==> src/rtl/sobel_gradient_pipe_if.sv <==
// Stream interface for sobel_gradient_pipe: window/mode/thresh input channel,
// gradient/pixel output channel, and the edge-counter clear and readout.
interface sobel_gradient_pipe_if #(
    parameter int PIX_W = 8,
    parameter int CNT_W = 20
);
    localparam int GW = PIX_W + 3;

    logic [9*PIX_W-1:0]   window;
    logic                 in_valid;
    logic                 in_ready;
    logic [1:0]           mode;
    logic [GW-1:0]        thresh;

    logic                 out_valid;
    logic                 out_ready;
    logic signed [GW-1:0] gx_out;
    logic signed [GW-1:0] gy_out;
    logic [GW-1:0]        mag_out;
    logic [PIX_W-1:0]     pix_out;

    logic                 cnt_clr;
    logic [CNT_W-1:0]     edge_cnt;

    modport slave (
        input  window, in_valid, mode, thresh, out_ready, cnt_clr,
        output in_ready, out_valid, gx_out, gy_out, mag_out, pix_out, edge_cnt
    );

    modport master (
        output window, in_valid, mode, thresh, out_ready, cnt_clr,
        input  in_ready, out_valid, gx_out, gy_out, mag_out, pix_out, edge_cnt
    );
endinterface

==> src/rtl/sobel_gradient_pipe.sv <==
// Three-stage Sobel engine: S1 gradients, S2 magnitude/compare, S3 output registers,
// plus a saturating count of transferred outputs whose |gx|+|gy| exceeds thresh.
module sobel_gradient_pipe #(
    parameter int PIX_W = 8,
    parameter int CNT_W = 20
) (
    input  logic                 clk,
    input  logic                 n_rst,
    sobel_gradient_pipe_if.slave bus
);
    localparam int               GW      = PIX_W + 3;
    localparam logic [GW-1:0]    PIX_MAX = GW'((1 << PIX_W) - 1);
    localparam logic [CNT_W-1:0] CNT_MAX = '1;

    // Valid/ready: a transfer happens on any edge where valid and ready are both high.
    // out_valid never drops before its transfer; every stage advances together unless
    // the output is stalled (out_valid & ~out_ready), and in_ready is exactly ~stall.

    logic                 r_s1_valid;
    logic signed [GW-1:0] r_s1_gx;
    logic signed [GW-1:0] r_s1_gy;
    logic [1:0]           r_s1_mode;
    logic [GW-1:0]        r_s1_thresh;

    logic                 r_s2_valid;
    logic signed [GW-1:0] r_s2_gx;
    logic signed [GW-1:0] r_s2_gy;
    logic [GW-1:0]        r_s2_mag;
    logic                 r_s2_edge;
    logic [1:0]           r_s2_mode;

    logic                 r_s3_valid;
    logic signed [GW-1:0] r_gx_out;
    logic signed [GW-1:0] r_gy_out;
    logic [GW-1:0]        r_mag_out;
    logic [PIX_W-1:0]     r_pix_out;
    logic                 r_s3_edge;

    logic [CNT_W-1:0]     r_edge_cnt;

    logic                 w_stall;
    logic                 w_adv;
    logic signed [GW-1:0] w_px [9];
    logic signed [GW-1:0] w_gx;
    logic signed [GW-1:0] w_gy;
    logic [GW-1:0]        w_abs_gx;
    logic [GW-1:0]        w_abs_gy;
    logic [GW-1:0]        w_sum;
    logic [GW-1:0]        w_mag;
    logic [PIX_W-1:0]     w_pix;
    logic                 w_xfer;

    assign w_stall = r_s3_valid & ~bus.out_ready;
    assign w_adv   = ~w_stall;
    assign w_xfer  = r_s3_valid & bus.out_ready;

    always_comb begin
        for (int i = 0; i < 9; i++) begin
            w_px[i] = $signed({3'b000, bus.window[i*PIX_W +: PIX_W]});
        end
    end

    // GW bits hold the full +/-4*(2^PIX_W-1) range, so modular intermediates are exact.
    assign w_gx = (w_px[2] - w_px[0]) + ((w_px[5] - w_px[3]) <<< 1) + (w_px[8] - w_px[6]);
    assign w_gy = (w_px[6] + (w_px[7] <<< 1) + w_px[8]) - (w_px[0] + (w_px[1] <<< 1) + w_px[2]);

    assign w_abs_gx = r_s1_gx[GW-1] ? -r_s1_gx : r_s1_gx;
    assign w_abs_gy = r_s1_gy[GW-1] ? -r_s1_gy : r_s1_gy;
    assign w_sum    = w_abs_gx + w_abs_gy;

    always_comb begin
        w_mag = w_sum;
        case (r_s1_mode)
            2'b00:   w_mag = w_abs_gx;
            2'b01:   w_mag = w_abs_gy;
            default: w_mag = w_sum;
        endcase
    end

    always_comb begin
        w_pix = r_s2_mag[PIX_W-1:0];
        if (r_s2_mode == 2'b11) begin
            w_pix = r_s2_edge ? '1 : '0;
        end else if (r_s2_mag > PIX_MAX) begin
            w_pix = '1;
        end
    end

    always_ff @(posedge clk or negedge n_rst) begin
        if (!n_rst) begin
            r_s1_valid  <= 1'b0;
            r_s1_gx     <= '0;
            r_s1_gy     <= '0;
            r_s1_mode   <= '0;
            r_s1_thresh <= '0;
            r_s2_valid  <= 1'b0;
            r_s2_gx     <= '0;
            r_s2_gy     <= '0;
            r_s2_mag    <= '0;
            r_s2_edge   <= 1'b0;
            r_s2_mode   <= '0;
            r_s3_valid  <= 1'b0;
            r_gx_out    <= '0;
            r_gy_out    <= '0;
            r_mag_out   <= '0;
            r_pix_out   <= '0;
            r_s3_edge   <= 1'b0;
        end else if (w_adv) begin
            r_s1_valid <= bus.in_valid;
            if (bus.in_valid) begin
                r_s1_gx     <= w_gx;
                r_s1_gy     <= w_gy;
                r_s1_mode   <= bus.mode;
                r_s1_thresh <= bus.thresh;
            end
            r_s2_valid <= r_s1_valid;
            if (r_s1_valid) begin
                r_s2_gx   <= r_s1_gx;
                r_s2_gy   <= r_s1_gy;
                r_s2_mag  <= w_mag;
                r_s2_edge <= (w_sum > r_s1_thresh);
                r_s2_mode <= r_s1_mode;
            end
            // Output fields only change when a real window lands, so bubbles leave them intact.
            r_s3_valid <= r_s2_valid;
            if (r_s2_valid) begin
                r_gx_out  <= r_s2_gx;
                r_gy_out  <= r_s2_gy;
                r_mag_out <= r_s2_mag;
                r_pix_out <= w_pix;
                r_s3_edge <= r_s2_edge;
            end
        end
    end

    always_ff @(posedge clk or negedge n_rst) begin
        if (!n_rst) begin
            r_edge_cnt <= '0;
        end else if (bus.cnt_clr) begin
            r_edge_cnt <= '0;
        end else if (w_xfer && r_s3_edge && (r_edge_cnt != CNT_MAX)) begin
            r_edge_cnt <= r_edge_cnt + 1'b1;
        end
    end

    assign bus.in_ready  = w_adv;
    assign bus.out_valid = r_s3_valid;
    assign bus.gx_out    = r_gx_out;
    assign bus.gy_out    = r_gy_out;
    assign bus.mag_out   = r_mag_out;
    assign bus.pix_out   = r_pix_out;
    assign bus.edge_cnt  = r_edge_cnt;
endmodule

==> src/flat_wrapper.sv <==
// flat-port wrapper written by rule: the top's interface ports become plain ports
module sobel_gradient_pipe_flat 
#(
    parameter int PIX_W = 8,
    parameter int CNT_W = 20
)
  (clk, n_rst, bus_window, bus_in_valid, bus_mode, bus_thresh, bus_out_ready, bus_cnt_clr, bus_in_ready, bus_out_valid, bus_gx_out, bus_gy_out, bus_mag_out, bus_pix_out, bus_edge_cnt);
  sobel_gradient_pipe_if #(.PIX_W(PIX_W), .CNT_W(CNT_W)) bus_i ();
  input  logic clk;
  input  logic n_rst;
  input wire logic [$bits(bus_i.window)-1:0] bus_window;
  input wire logic [$bits(bus_i.in_valid)-1:0] bus_in_valid;
  input wire logic [$bits(bus_i.mode)-1:0] bus_mode;
  input wire logic [$bits(bus_i.thresh)-1:0] bus_thresh;
  input wire logic [$bits(bus_i.out_ready)-1:0] bus_out_ready;
  input wire logic [$bits(bus_i.cnt_clr)-1:0] bus_cnt_clr;
  output wire logic [$bits(bus_i.in_ready)-1:0] bus_in_ready;
  output wire logic [$bits(bus_i.out_valid)-1:0] bus_out_valid;
  output wire logic [$bits(bus_i.gx_out)-1:0] bus_gx_out;
  output wire logic [$bits(bus_i.gy_out)-1:0] bus_gy_out;
  output wire logic [$bits(bus_i.mag_out)-1:0] bus_mag_out;
  output wire logic [$bits(bus_i.pix_out)-1:0] bus_pix_out;
  output wire logic [$bits(bus_i.edge_cnt)-1:0] bus_edge_cnt;
  assign bus_i.window = bus_window;
  assign bus_i.in_valid = bus_in_valid;
  assign bus_i.mode = bus_mode;
  assign bus_i.thresh = bus_thresh;
  assign bus_i.out_ready = bus_out_ready;
  assign bus_i.cnt_clr = bus_cnt_clr;
  assign bus_in_ready = bus_i.in_ready;
  assign bus_out_valid = bus_i.out_valid;
  assign bus_gx_out = bus_i.gx_out;
  assign bus_gy_out = bus_i.gy_out;
  assign bus_mag_out = bus_i.mag_out;
  assign bus_pix_out = bus_i.pix_out;
  assign bus_edge_cnt = bus_i.edge_cnt;
  sobel_gradient_pipe #(.PIX_W(PIX_W), .CNT_W(CNT_W)) u_core (.clk(clk), .n_rst(n_rst), .bus(bus_i));
endmodule
==> config.mk <==
export PLATFORM = sky130hd
export DESIGN_NAME = sobel_gradient_pipe_flat
export DESIGN_NICKNAME = d
export VERILOG_FILES = /design/src/rtl/sobel_gradient_pipe_if.sv /design/src/rtl/sobel_gradient_pipe.sv /design/src/flat_wrapper.sv
export SDC_FILE = /design/constraint.sdc
export NUM_CORES = 1
export LEC_CHECK = 0
export CORE_MARGIN = 4
export CORE_UTILIZATION = 32
export CTS_BUF_LIST = sky130_fd_sc_hd__clkbuf_16
export DETAILED_ROUTE_END_ITERATION = 6
export PLACE_DENSITY = 0.57
export SLEW_MARGIN = 25
export SYNTH_ARGS = -nofsm -noshare
export SYNTH_HDL_FRONTEND = slang
export SYNTH_SLANG_ARGS = --single-unit
export TNS_END_PERCENT = 10
==> constraint.sdc <==
create_clock -name clk -period 4.9 [get_ports clk]
set_clock_uncertainty 0.05 [all_clocks]
set_input_delay 0.735 -clock clk [delete_from_list [all_inputs] [get_ports clk]]
set_output_delay 0.735 -clock clk [all_outputs]
set_load 0.02 [all_outputs]
; Word level (Yosys, flattened, before mapping)
; Index checks and enable logic that the tools add are counted.
[totals]
reg_bits = 136
input_bits = 90
out_inout_bits = 63
elab_cells = 56
[op_classes]
addsub = 14
n_lt_le_gt_ge = 2
eq_ne = 3
mux = 8
n_bitwise = 4
reduce_logical = 7
[ops]
columns = operator, n
row1 = 2-to-1 mux 20 bit, 2
row2 = adder 11 bit, 3
row3 = subtractor 8 x 8 -> 9 bit, 3
row4 = 2-to-1 mux 8 bit, 3
row5 = adder 11 x 9 -> 11 bit, 2
row6 = 2-to-1 mux 11 bit, 2
row7 = negation 11 bit, 2
row8 = case mux 11 bit (2 select lines), 1
row9 = "adder 20 x 1 -> 20 bit, second input constant", 1
row10 = adder 8 x 9 -> 10 bit, 2
row11 = "!= test 20 bit, second input constant", 1
row12 = greater-than comparator 11 bit, 1
row13 = "greater-than comparator 11 x 8 -> 1 bit, second input constant", 1
row14 = subtractor 11 bit, 1
row15 = AND reduction 2 bit, 3
row16 = AND 1 bit, 2
row17 = "equality test 2 x 1 -> 1 bit, second input constant", 1
row18 = "equality test 2 bit, second input constant", 1
row19 = logical AND 1 bit, 2
row20 = zero test 2 bit, 1
row21 = inverter 1 bit, 2
row22 = nonzero test 2 bit, 1

; Depth between registers and ports, before layout
[logic_depth]
ltp_word = 5
depth_mapped = 19
mapped_depth_nobuf = 19

; Worst setup path before layout
; OpenSTA, ideal clock, no wires.
[synth_timing]
path_type = input to register
startpoint = input bus_window[1]
endpoint = register u_core.r_s1_gy[10]
setup_ps = 134
arrival_time_ps = 4134
required_time_ps = 4716
setup_slack_ps = 582
stages = 17
path_buffers = 0
cell_sequence = ha_1 -> fa_1 -> a21oi_1 -> nor2_1 -> nor2_1 -> o21bai_1 -> a21oi_1 -> xor2_1 -> fa_1 -> inv_1 -> fa_1 -> inv_1 -> ha_1 -> or4_1 -> o22ai_1 -> xnor2_1 -> o21ai_0
[synth_via]
elab_chain_len = 3
[synth_rtl]
columns = item, line
row1 = start: declaration, flat_wrapper.sv:11  ; input wire logic [$bits(bus_i.window)-1:0] bus_window;
row2 = adder 8 x 9 -> 10 bit, sobel_gradient_pipe.sv:65  ; assign w_gy = (w_px[6] + (w_px[7] <<< 1) + w_px[8]) - (w_px[0] + (w_px[1] <<< 1) + w_px[2]);
row3 = adder 11 x 9 -> 11 bit, sobel_gradient_pipe.sv:65
row4 = subtractor 11 bit, sobel_gradient_pipe.sv:65
row5 = end signal: assignment, sobel_gradient_pipe.sv:112  ; r_s1_gy <= w_gy;
row6 = end: declaration, sobel_gradient_pipe.sv:21  ; logic signed [GW-1:0] r_s1_gy;
; Every way passes these cells.
; A chain may end at the register's enable or synchronous reset.

; Final worst setup path
[layout_timing]
startpoint = input bus_window[49]
endpoint = register u_core.r_s1_gy[10]
; The elaborated chain is that of the path after synthesis.

==> reports/results.txt <==
Yosys reg bits: 136
Multi-input logic area: 5740 sq um
Die Span X: 182 um
Simple-Gate Fraction of Synth Area: 0.132
Worst vdd ir: 0.406 mV
Initial detailed-routing violation count: 315
H-tree depth: 4
DR pass1 iterations: 5
Design internal power: 4850 uW
Status: finished clean
Worst-Margin Slew: 0.896 ns
Syn-to-layout area delta: 26.6%
Final Hold Vio Count: 0
CTS Buf Count: 17
Grt ovf: 0
Synth area leader: dfrtp_1
Post-route worst setup slack: 0.286 ns
Hold_buf cts: 0
Clock buffer depth: 2
Initial core utilization: 0.327
Crit Path Max Fanout: 3
R2R Path Start: u_core.r_s1_gy[0]
Number of synthesized flops with an enable pin: 0
Post-synthesis adder-cell area fraction: 0.179
Type of the most critical hold path: in -> async
Data required, critical path: 5.12 ns
RSZ-0062 raised after global routing: false
Psw: 3680 uW
Compound-Gate Fraction of Synth Area: 0.131
GRT Total Usage: 0.137
DIE AREA: 33,300 sq um
Layout cell share with drive strength beyond 1: 0.0980
Ant diodes: 0
Post-Synth XOR/XNOR Area: 0.0815
Data arrival time of the critical path: 4.84 ns
Setup violators final: 0
Routed vias: 7,398
Register area share after synthesis: 0.350
Pre-CTS WS: -0.199 ns
Gate power share: 0.611
Reg area: 3400 sq um
Largest net degree at the start of global routing: 111
Total of warnings raised by yosys: 0
Critical Path Start: bus_window[49]
Final wirelength: 22,300 um
Max-cap violations: 0
Placeable Area: 29,800 sq um
Post-CTS Setup Bufs: 0
GP Congestion: 0.839
PortBufs: 144
Clk network pwr share: 0.161
Remaining DRCs: 0
Top post-synthesis cells by area: dfrtp_1 35%, ha_1 11%, fa_1 6.6%
Mux contribution to synthesized area: 0.0661
CP endpoint kind: register
Final worst path period need: 4.61 ns
Number of I/O pins: 153
Final instance area: 12,300 sq um
Startpoint Class: input pin
Max Freq: 0.217 GHz
Initial antenna violation count: 0
Avg WL per Cell: 14.1 um
Final slew viol count: 0
Largest family of logic cells by synthesized area: adder cells
Post-layout nets: 1,391
Clock root buffer master: clkbuf_16
Syn Inst Count: 1,032
HPWL after DPL: 17,800 um
Static leakage: 0.00580 uW
Final Cycle Share: 0.942
Post-Place Cell Area: 11,700 sq um
Mean Syn Cell Area: 9.43 sq um
Worst R2R End: u_core.r_s2_edge
Mapped Area: 9730 sq um
FFs w/ async S/R, synth: 1.00
# fillers: 2,952
Post-layout util: 0.413
Pwr dens: 692 nW/um^2
Worst-path clk slew: 0.06 ns
Most used DFF post-synth: dfrtp_1
Post-CTS Resized: 0
CTS tree: done
Area share of the largest cell type after synthesis: 0.350
Rows: 63
Clk sinks: 136
Fin Setup TNS: 0 ns
Sequential share of power: 0.228
Slew headroom: 0.402
Antenna viol nets, final: 0
Tot Pwr: 8530 uW
Worst-skew pair later-pin latency: 0.42 ns
Chip height: 182 um
Count of cell types in the netlist: 58
Sw frac: 0.431
Syn nets: 1,242
Vias in the first global route: 7,399
Register-to-Register Setup Slack: 0.73 ns
Critical path type: in -> reg
Worst r2r path cells: 16
Drt via density: 4.67
First-pass GRT wire length: 37,400 um
Worst Setup EP: u_core.r_s1_gy[10]
-- area by class of cell --
class | instances | area share
clock buffers | 17 | 0.0345
clock inverters | 15 | 0.0169
inverters | 128 | 0.0390
multi-input cells | 737 | 0.466
flip-flops and latches | 136 | 0.276
well taps | 390 | 0.0396
repair buffers | 161 | 0.128
-- synthesized netlist by cell type (18+ instances only) --
library cell / number
fa_1: 32
a21oi_1: 42
inv_1: 128
a21o_1: 18
clkbuf_1: 24
xor2_1: 35
xnor2_1: 50
o21ai_0: 71
mux2_2: 50
nor2_1: 54
ha_1: 88
nand2_1: 130
dfrtp_1: 136
-- registers in the layout, summed over array words and instances (netlist names), 8 cells and up --
signal and cells:
u_core.r_s2_gx 11, u_core.bus.gy_out 11, u_core.bus.pix_out 8, u_core.r_s1_thresh 11, u_core.bus.mag_out 11, u_core.r_s2_gy 11
u_core.r_s1_gx 11, u_core.r_s2_mag 11, u_core.r_s1_gy 11, u_core.bus.gx_out 11, u_core.bus.edge_cnt 20
-- placed cells by master (no fill, tap or decap), types with 13 or more instances in the layout --
| cell type | n |
|---|---|
| a21o_1 | 18 |
| clkdlybuf4s50_1 | 143 |
| nor2_1 | 54 |
| nand2b_1 | 16 |
| a21oi_1 | 42 |
| xor2_1 | 35 |
| ha_1 | 88 |
| clkbuf_16 | 17 |
| xnor2_1 | 50 |
| o21ai_0 | 71 |
| fa_1 | 32 |
| nand2_1 | 128 |
| o21a_1 | 13 |
| dfrtp_1 | 136 |
| buf_4 | 17 |
| inv_1 | 129 |
| mux2_2 | 50 |
-- routing by layer --
| layer | global-route usage | part of all wire |
|---|---|---|
| met5 | 0 | 0 |
| met4 | 0.0267 | 0.0077 |
| met3 | 0.0295 | 0.049 |
| met2 | 0.214 | 0.44 |
| met1 | 0.197 | 0.50 |
-- power by group through the flow --
stage,logic [uW],clock network (uW),registers (uW)
after global placement,5150,0,1950
after detailed placement,5240,0,1970
final,5210,1370,1940
after CTS,5280,1410,1950
after global routing,5940,1470,2010
after floorplan,3630,0,2030
-- kinds of logic after synthesis --
group	after synthesis
muxes	58
xor gates and xnor gates	88
adders and majority gates	120
buffers and inverters	159
and+or+nand+nor	272
AOI/OAI and AO/OA	199
DFF	136
-- how the worst min path moves through the flow --
stage,endpoint,slack (ns),depth (start not counted)
2_1_floorplan,u_core.bus.edge_cnt[0],0.39,0
3_3_place_gp,u_core.r_s2_gy[2],0.41,2
3_5_place_dp,u_core.r_s2_gy[2],0.41,2
4_1_cts,u_core.r_s2_gy[2],0.42,2
5_1_grt,u_core.bus.pix_out[6],0.45,1
6_report,u_core.bus.pix_out[6],0.37,1
-- worst max-delay path, cell delays in order --
cell             delay [ns]
clkdlybuf4s50_1        0.42
ha_1                   0.23
fa_1                   0.40
a21oi_1                0.19
nor2_1                 0.06
nor2_1                 0.18
o21bai_1               0.11
a21oi_1                0.23
xnor2_1                0.11
fa_1                   0.49
inv_1                  0.06
fa_1                   0.50
inv_1                  0.04
ha_1                   0.21
or4_1                  0.46
o22ai_1                0.18
xnor2_1                0.15
o21ai_0                0.09
-- stage by stage --
stage | cells | hold slack (ns)
floorplan | 1032 | 0.386
global placement | 1552 | 0.409
detailed placement | 1552 | 0.411
CTS | 1584 | 0.424
global route | 1584 | 0.447
finish | 1584 | 0.373
No activity file was read; power rests on OpenSTA's default activity.
